<file path="src/rtl/cp0_exc_controller_if.sv">
// Commit-stage bundle between the pipeline (master) and the CP0 exception controller (slave).
// Holds the instruction-commit, exception and interrupt-request signals, plus the redirect and read-back returns.
interface cp0_exc_controller_if #(
  parameter int NUM_IRQ = 6
);
  logic               stall;
  logic               inst_valid;
  logic               is_mtc0;
  logic               is_mfc0;
  logic               is_eret;
  logic [4:0]         cp0_addr;
  logic [31:0]        wdata;
  logic [31:0]        rdata;
  logic               exc_valid;
  logic [4:0]         exc_code;
  logic               exc_bd;
  logic [31:0]        exc_pc;
  logic [NUM_IRQ-1:0] irq_in;
  logic               take_handler;
  logic [31:0]        handler_pc;
  logic               eret_taken;
  logic [31:0]        epc_out;

  modport master (
    output stall, inst_valid, is_mtc0, is_mfc0, is_eret, cp0_addr, wdata,
           exc_valid, exc_code, exc_bd, exc_pc, irq_in,
    input  rdata, take_handler, handler_pc, eret_taken, epc_out
  );

  modport slave (
    input  stall, inst_valid, is_mtc0, is_mfc0, is_eret, cp0_addr, wdata,
           exc_valid, exc_code, exc_bd, exc_pc, irq_in,
    output rdata, take_handler, handler_pc, eret_taken, epc_out
  );
endinterface

</file>
<file path="src/rtl/cp0_exc_controller.sv">
// CP0 SR/Cause/EPC/PRId and exception/interrupt arbitration at commit; redirects are same-cycle,
// register effects land at the next edge, and stall freezes everything except the IRQ synchroniser.
module cp0_exc_controller #(
  parameter int          NUM_IRQ         = 6,
  parameter int          IRQ_SYNC_STAGES = 2,
  parameter logic [31:0] HANDLER_ADDR    = 32'h0000_4180,
  parameter logic [31:0] PRID_VALUE      = 32'h0000_0000
) (
  input logic                  clk,
  input logic                  reset,
  cp0_exc_controller_if.slave  bus
);

  logic [IRQ_SYNC_STAGES-1:0][NUM_IRQ-1:0] sync_q;

  logic [NUM_IRQ-1:0] im_q, im_d;
  logic               exl_q, exl_d;
  logic               ie_q, ie_d;
  logic               bd_q, bd_d;
  logic [4:0]         exccode_q, exccode_d;
  logic [31:0]        epc_q, epc_d;

  logic [NUM_IRQ-1:0] ip;
  logic               int_req;
  logic               commit_ok;
  logic               take;
  logic               eret_go;
  logic               mtc0_go;
  logic [31:0]        sr_val;
  logic [31:0]        cause_val;

  // The last synchroniser stage is Cause.IP itself, so irq_in reaches IP in IRQ_SYNC_STAGES cycles.
  assign ip = sync_q[IRQ_SYNC_STAGES-1];

  assign int_req   = (|(ip & im_q)) & ie_q & ~exl_q;
  assign commit_ok = reset & ~bus.stall & bus.inst_valid;
  assign take      = commit_ok & (int_req | bus.exc_valid);
  assign eret_go   = commit_ok & ~take & bus.is_eret;
  assign mtc0_go   = commit_ok & ~take & bus.is_mtc0;

  assign bus.take_handler = take;
  assign bus.handler_pc   = HANDLER_ADDR;
  assign bus.eret_taken   = eret_go;
  assign bus.epc_out      = epc_q;

  always_comb begin
    sr_val                   = '0;
    sr_val[10 +: NUM_IRQ]    = im_q;
    sr_val[1]                = exl_q;
    sr_val[0]                = ie_q;
    cause_val                = '0;
    cause_val[31]            = bd_q;
    cause_val[10 +: NUM_IRQ] = ip;
    cause_val[6:2]           = exccode_q;
  end

  always_comb begin
    bus.rdata = '0;
    if (bus.is_mfc0) begin
      case (bus.cp0_addr)
        5'd12:   bus.rdata = sr_val;
        5'd13:   bus.rdata = cause_val;
        5'd14:   bus.rdata = epc_q;
        5'd15:   bus.rdata = PRID_VALUE;
        default: bus.rdata = '0;
      endcase
    end
  end

  always_comb begin
    im_d      = im_q;
    exl_d     = exl_q;
    ie_d      = ie_q;
    bd_d      = bd_q;
    exccode_d = exccode_q;
    epc_d     = epc_q;
    if (take) begin
      exl_d     = 1'b1;
      bd_d      = bus.exc_bd;
      exccode_d = int_req ? 5'd0 : bus.exc_code;
      epc_d     = bus.exc_bd ? (bus.exc_pc - 32'd4) : bus.exc_pc;
    end else if (eret_go) begin
      exl_d = 1'b0;
    end else if (mtc0_go) begin
      // Cause and PRId are not software-writable; only SR and EPC accept mtc0.
      case (bus.cp0_addr)
        5'd12: begin
          im_d  = bus.wdata[10 +: NUM_IRQ];
          exl_d = bus.wdata[1];
          ie_d  = bus.wdata[0];
        end
        5'd14:   epc_d = bus.wdata;
        default: ;
      endcase
    end
  end

  always_ff @(posedge clk) begin
    if (!reset) begin
      sync_q    <= '0;
      im_q      <= '0;
      exl_q     <= 1'b0;
      ie_q      <= 1'b0;
      bd_q      <= 1'b0;
      exccode_q <= '0;
      epc_q     <= '0;
    end else begin
      sync_q[0] <= bus.irq_in;
      for (int i = 1; i < IRQ_SYNC_STAGES; i++) begin
        sync_q[i] <= sync_q[i-1];
      end
      im_q      <= im_d;
      exl_q     <= exl_d;
      ie_q      <= ie_d;
      bd_q      <= bd_d;
      exccode_q <= exccode_d;
      epc_q     <= epc_d;
    end
  end

endmodule

</file>
<file path="src/flat_wrapper.sv">
// flat-port wrapper written by rule: the top's interface ports become plain ports
module cp0_exc_controller_flat 
#(
  parameter int          NUM_IRQ         = 6,
  parameter int          IRQ_SYNC_STAGES = 2,
  parameter logic [31:0] HANDLER_ADDR    = 32'h0000_4180,
  parameter logic [31:0] PRID_VALUE      = 32'h0000_0000
)
  (clk, reset, bus_stall, bus_inst_valid, bus_is_mtc0, bus_is_mfc0, bus_is_eret, bus_cp0_addr, bus_wdata, bus_exc_valid, bus_exc_code, bus_exc_bd, bus_exc_pc, bus_irq_in, bus_rdata, bus_take_handler, bus_handler_pc, bus_eret_taken, bus_epc_out);
  cp0_exc_controller_if #(.NUM_IRQ(NUM_IRQ)) bus_i ();
  input logic clk;
  input logic reset;
  input wire logic [$bits(bus_i.stall)-1:0] bus_stall;
  input wire logic [$bits(bus_i.inst_valid)-1:0] bus_inst_valid;
  input wire logic [$bits(bus_i.is_mtc0)-1:0] bus_is_mtc0;
  input wire logic [$bits(bus_i.is_mfc0)-1:0] bus_is_mfc0;
  input wire logic [$bits(bus_i.is_eret)-1:0] bus_is_eret;
  input wire logic [$bits(bus_i.cp0_addr)-1:0] bus_cp0_addr;
  input wire logic [$bits(bus_i.wdata)-1:0] bus_wdata;
  input wire logic [$bits(bus_i.exc_valid)-1:0] bus_exc_valid;
  input wire logic [$bits(bus_i.exc_code)-1:0] bus_exc_code;
  input wire logic [$bits(bus_i.exc_bd)-1:0] bus_exc_bd;
  input wire logic [$bits(bus_i.exc_pc)-1:0] bus_exc_pc;
  input wire logic [$bits(bus_i.irq_in)-1:0] bus_irq_in;
  output wire logic [$bits(bus_i.rdata)-1:0] bus_rdata;
  output wire logic [$bits(bus_i.take_handler)-1:0] bus_take_handler;
  output wire logic [$bits(bus_i.handler_pc)-1:0] bus_handler_pc;
  output wire logic [$bits(bus_i.eret_taken)-1:0] bus_eret_taken;
  output wire logic [$bits(bus_i.epc_out)-1:0] bus_epc_out;
  assign bus_i.stall = bus_stall;
  assign bus_i.inst_valid = bus_inst_valid;
  assign bus_i.is_mtc0 = bus_is_mtc0;
  assign bus_i.is_mfc0 = bus_is_mfc0;
  assign bus_i.is_eret = bus_is_eret;
  assign bus_i.cp0_addr = bus_cp0_addr;
  assign bus_i.wdata = bus_wdata;
  assign bus_i.exc_valid = bus_exc_valid;
  assign bus_i.exc_code = bus_exc_code;
  assign bus_i.exc_bd = bus_exc_bd;
  assign bus_i.exc_pc = bus_exc_pc;
  assign bus_i.irq_in = bus_irq_in;
  assign bus_rdata = bus_i.rdata;
  assign bus_take_handler = bus_i.take_handler;
  assign bus_handler_pc = bus_i.handler_pc;
  assign bus_eret_taken = bus_i.eret_taken;
  assign bus_epc_out = bus_i.epc_out;
  cp0_exc_controller #(.NUM_IRQ(NUM_IRQ), .IRQ_SYNC_STAGES(IRQ_SYNC_STAGES), .HANDLER_ADDR(HANDLER_ADDR), .PRID_VALUE(PRID_VALUE)) u_core (.clk(clk), .reset(reset), .bus(bus_i));
endmodule
</file>
<file path="config.mk">
export PLATFORM = sky130hd
export DESIGN_NAME = cp0_exc_controller_flat
export DESIGN_NICKNAME = d
export VERILOG_FILES = /design/src/rtl/cp0_exc_controller_if.sv /design/src/rtl/cp0_exc_controller.sv /design/src/flat_wrapper.sv
export SDC_FILE = /design/constraint.sdc
export NUM_CORES = 1
export LEC_CHECK = 0
export ABC_AREA = 1
export CAP_MARGIN = 30
export CORE_ASPECT_RATIO = 0.8
export CORE_MARGIN = 4
export CORE_UTILIZATION = 40
export DETAILED_ROUTE_END_ITERATION = 6
export GPL_TIMING_DRIVEN = 0
export PLACE_DENSITY = 0.77
export RECOVER_POWER = 100
export SYNTH_ARGS = -nofsm -noshare
export SYNTH_HDL_FRONTEND = slang
export SYNTH_SLANG_ARGS = --single-unit
</file>
<file path="constraint.sdc">
create_clock -name clk -period 4.9 [get_ports clk]
set_clock_uncertainty 0.05 [all_clocks]
set_input_delay 0.98 -clock clk [delete_from_list [all_inputs] [get_ports clk]]
set_output_delay 0.98 -clock clk [all_outputs]
set_load 0.02 [all_outputs]
</file>
## After elaboration in Yosys (flattened, before gate mapping)

Cells that the tools add are included.

| cells by class | value |
|---|---|
| $add $sub $neg | 1 |
| equal/unequal tests | 4 |
| multiplexer cells | 12 |
| bitwise gates (word level) | 14 |
| reductions and logical operators | 8 |

Operators by type and width:

| kind | count |
|---|---|
| $mux W32 | 6 |
| $pmux W32 S3 | 1 |
| $sub A32 B3 Y32 const B | 1 |
| $eq A5 B4 Y1 const B | 3 |
| $and A1 B1 Y1 | 8 |
| $and A6 B6 Y6 | 1 |
| $reduce_bool A3 Y1 | 2 |
| $reduce_or A6 Y1 | 1 |
| $mux W5 | 1 |
| $mux W1 | 4 |
| $not A1 Y1 | 4 |
| $reduce_and A4 Y1 | 1 |
| $reduce_bool A2 Y1 | 2 |
| $reduce_and A3 Y1 | 1 |
| $ne A2 B1 Y1 const B | 1 |
| $reduce_and A2 Y1 | 1 |
| $or A1 B1 Y1 | 1 |

| word-level totals | value |
|---|---|
| bits in registers | 58 |
| input bits | 89 |

## Depth between registers and ports, before layout

| logic depth | value |
|---|---|
| depth after elaboration | 12 |
| mapped depth | 13 |
| gate-level depth less buffers | 13 |

## Worst setup path after synthesis

Ideal clock, no wire load.

| timing path | value |
|---|---|
| path type | input port to output port |
| start | input port bus_cp0_addr[3] |
| end | output port bus_rdata[31] |
| arrival time | 1.990 ns |
| data required time | 3.870 ns |
| slack | 1.880 ns |
| stages on the path | 7 |
| buffers on the path | 1 |
| cell sequence | nand2_1 > nor2_1 > nand3_1 > clkbuf_1 > o22ai_1 > inv_1 > nor2_1 |

| on the way | value |
|---|---|
| word-level cells in the longest chain between the ends | 3 |
| elaborated cells on any way between the ends | 5 |

RTL lines:

| element | line | source |
|---|---|---|
| from (decl) | flat_wrapper.sv:18 | `input wire logic [$bits(bus_i.cp0_addr)-1:0] bus_cp0_addr;` |
| $eq A5 B4 Y1 | cp0_exc_controller.sv:60 | `case (bus.cp0_addr)` |
| $pmux W32 S3 (*) | cp0_exc_controller.sv:60 |  |
| $mux W32 (*) | cp0_exc_controller.sv:59 | `if (bus.is_mfc0) begin` |
| to (decl) | flat_wrapper.sv:25 | `output wire logic [$bits(bus_i.rdata)-1:0] bus_rdata;` |

Mark *: on every way between the ends. The rest lies on a longest branch, timed or not.

## Worst setup path after layout

| timing path | value |
|---|---|
| start | input port bus_is_mfc0 |
| end | output port bus_rdata[27] |

| on the way | value |
|---|---|
| word-level cells in the longest chain between the ends | 1 |

RTL lines:

| element | line | source |
|---|---|---|
| from (decl) | flat_wrapper.sv:16 | `input wire logic [$bits(bus_i.is_mfc0)-1:0] bus_is_mfc0;` |
| $mux W32 | cp0_exc_controller.sv:59 |  |

Every way passes these cells.

==> results.toml <==
[clock_tree]
total_clock_buffers_created_by_cts = 9
cts_tree = "yes"
post_cts_resize_count = 0
post_cts.repair.setup_buffers = 0
cts.sink_count = 58
clk_pin_slew_worst_paths_ns = 0.05
worstSkewPairLatency_ns = 0.32
clock_tree.htree_level_count = 3
cts.root.buffer_cell = "sky130_fd_sc_hd__clkbuf_16"
clk_path_buf_depth = 2
cts.hold.buffers_added = 0

[layout]
final_area_um2 = 6330
diodes = 0
finalCoreUtilization = 0.613
proportion_of_layout_cells_with_a_drive_suffix_above_1 = 0.0804
layout.filler_cells = 998
final_net_count = 1006
final_cell_mix = "sky130_fd_sc_hd__nand2_1, sky130_fd_sc_hd__nor2_1, sky130_fd_sc_hd__inv_1"
area_delta_synth_final_pct = 48.4
final_common_cell = "sky130_fd_sc_hd__nand2_1"

[synth]
yosys_warnings = 0
synth_cells = 722
synth_area_per_cell_um2 = 5.91
synth-seq-cells = 58
synth_sequential_area_ratio = 0.272
synth_cell_types = 35
syn_area_um2 = 4270

[hold_path]
holdPathEnd = "u_core.ip[2]"
worst_hold_path_stage_count = 2
min_from = "u_core.sync_q[2]"
hold_path.class = "flop to flop"

[sta]
setup_tns_ns = 0
tightestPinTransition_ns = 0.678
finalHoldViolations = 0
grt_setup_unrepaired = "false"
max_freq_mhz = 222
fin_crit_sh = 0.920
slew_headroom = 0.548
whs_ns = 0.356
post-route-worst-setup-slack_ns = 0.390
final_critical_path_time_including_i_o_delays_and_setup_ns = 4.51
setup_viol_count_final = 0
max_slew_violations = 0

[worst_setup_path]
crit_arrival_ns = 3.48
timing.critical_path.cells = "dlygate4sd3_1 -> clkinv_1 -> clkbuf_1 -> nor3_1 -> dlygate4sd3_1"
path_class = "input pin to output pin"
worst_r2r_path_depth = 13
reg2reg_setup_slack_ns = 2.19
critPathTopFamily = "buffers and inverters"
worst-path-max-fanout = 10
timing.rr.end = "u_core.bus.epc_out[14]"
crit_buf_inv = 4
cp_slowest_cell = "sky130_fd_sc_hd__dlygate4sd3_1"
critPathMaxStageDelay_ns = 0.71
critical_path.startpoint_type = "input pin"
cpMostUsedCell = "sky130_fd_sc_hd__dlygate4sd3_1"
cp.required_ns = 3.87
startpoint_of_the_most_critical_register_to_register_path = "u_core.im_q[5]"
crit_path_end_kind = "output pin"

[floorplan]
floorplan.rows = 33
ioPinCount = 187
core_area_um2 = 10300
starting_utilization_of_the_core_area = 0.413
floorplan.die.height_um = 100
chipWidth_um = 123
design.die.area_um2 = 12400

[place]
placedInstanceArea_um2 = 6090
numPortBuffers = 153
dpl_worst_slack_ns = 0.563
gp_routability_congestion = 0.950
place_hpwl_um = 11800

[drt]
detail-route-antenna-nets = 0
drt_first_pass_iters = 5
drt_drc_violations_left = 0
viasPerCell = 4.62
first_iter_violations = 450
vias = 4901
route.detailed.wl_per_inst_um = 14.0
wl_um = 14800

[global_route]
grt.total_usage = 0.238
grt_pass1_wl_um = 22900
gr-total-overflow = 0
first_global_vias = 4601
number_of_antenna_violations_at_the_first_check_in_global_routing = 0
grt_start_max_net_pins = 11

[power]
seqPwrFrac = 0.347
worst_ir_drop_vdd_uv = 164
power.switching_uw = 336
static-leakage-power_uw = 0.00327
clockPowerShare = 0.485
power.density_cell_area_nw_per_um2 = 221
p_int_uw = 1060
share_comb_of_total_power = 0.168
sw_frac_of_total = 0.240

[run]
max-cap-violations = 0

[status]
status = "finished clean"
## state kept, by name (all words and copies together) (netlist names)
signal	flops
u_core.ip	6
u_core.exccode_q	5
u_core.ie_q	1
u_core.bus.epc_out	32
u_core.bd_q	1
u_core.exl_q	1
u_core.im_q	6
u_core.sync_q	6
## worst max path at each step
| stage | start | endpoint | slack, ns | depth (start not counted) |
|---|---|---|---|---|
| floorplan | bus_cp0_addr[3] | bus_rdata[31] | 1.88 | 7 |
| global placement | bus_is_mfc0 | bus_rdata[26] | 0.53 | 5 |
| detailed placement | bus_is_mfc0 | bus_rdata[27] | 0.56 | 5 |
| CTS | bus_is_mfc0 | bus_rdata[27] | 0.55 | 5 |
| global route | bus_is_mfc0 | bus_rdata[24] | 0.21 | 5 |
| finish | bus_is_mfc0 | bus_rdata[27] | 0.39 | 5 |
## cell usage after synthesis, drive strengths merged
library cell | number | area, um^2
xnor2 | 3 | 26.3
o21ai | 26 | 130
buf | 49 | 374
nand3 | 36 | 215
clkinv | 2 | 8.75
or2 | 2 | 12.5
nand2 | 214 | 838
clkbuf | 9 | 33.8
inv | 106 | 398
a21oi | 7 | 35.0
nor3 | 23 | 126
o221ai | 6 | 52.6
o21bai | 1 | 7.51
conb | 2 | 7.51
o22ai | 7 | 43.8
dfxtp | 58 | 1160
nor2 | 142 | 571
ha | 1 | 12.5
a211oi | 5 | 37.5
nand4 | 13 | 87.6
xor2 | 10 | 87.6
## power groups by stage
stage               sequential (uW)  clock (uW)  combinational [uW]
global placement                495           0                 235
CTS                             485         688                 238
floorplan                       497           0                 122
global route                    485         707                 258
detailed placement              495           0                 236
finish                          485         679                 235
## worst min-delay path, stage by stage, from the launching register on
cell,delay (ns)
sky130_fd_sc_hd__dfxtp_1,0.30
sky130_fd_sc_hd__nand2_1,0.05
sky130_fd_sc_hd__inv_1,0.04
## through the flow
step | std cells | total power [uW]
finish | 1060 | 1400
CTS | 1060 | 1410
global route | 1060 | 1450
global placement | 1045 | 730
detailed placement | 1045 | 731
floorplan | 752 | 619
## cell type report
| type | count | area, um^2 | area share |
|---|---|---|---|
| Tap cell | 140 | 175 | 0.0277 |
| Clock buffer | 13 | 260 | 0.0411 |
| Buffer | 58 | 359 | 0.0567 |
| Multi-Input combinational cell | 528 | 2380 | 0.375 |
| Clock inverter | 2 | 60.1 | 0.00949 |
| Inverter | 108 | 407 | 0.0642 |
| Sequential cell | 58 | 1160 | 0.183 |
| Timing Repair Buffer | 153 | 1530 | 0.242 |
## layer usage
layer	up-vias	GRT usage	wire, um
met5	-	0	0
met4	0	0.0391	95
met3	12	0.0738	1540
met2	212	0.386	6680
met1	2148	0.316	6500
li1	2529	-	-
## kinds of logic (layout without fill, tap and decap cells)
family,Yosys count,in the layout,synth area share
AND/OR/NAND/NOR,430,430,0.434
buffers and inverters,166,334,0.191
other,2,32,0.00176
XOR/XNOR,13,13,0.0267
adder cells (fa/ha/maj),1,1,0.00293
AO/OA/AOI/OAI,52,52,0.0718
flip-flops,58,58,0.272
Note: power is estimated with default switching activity, not from simulation.
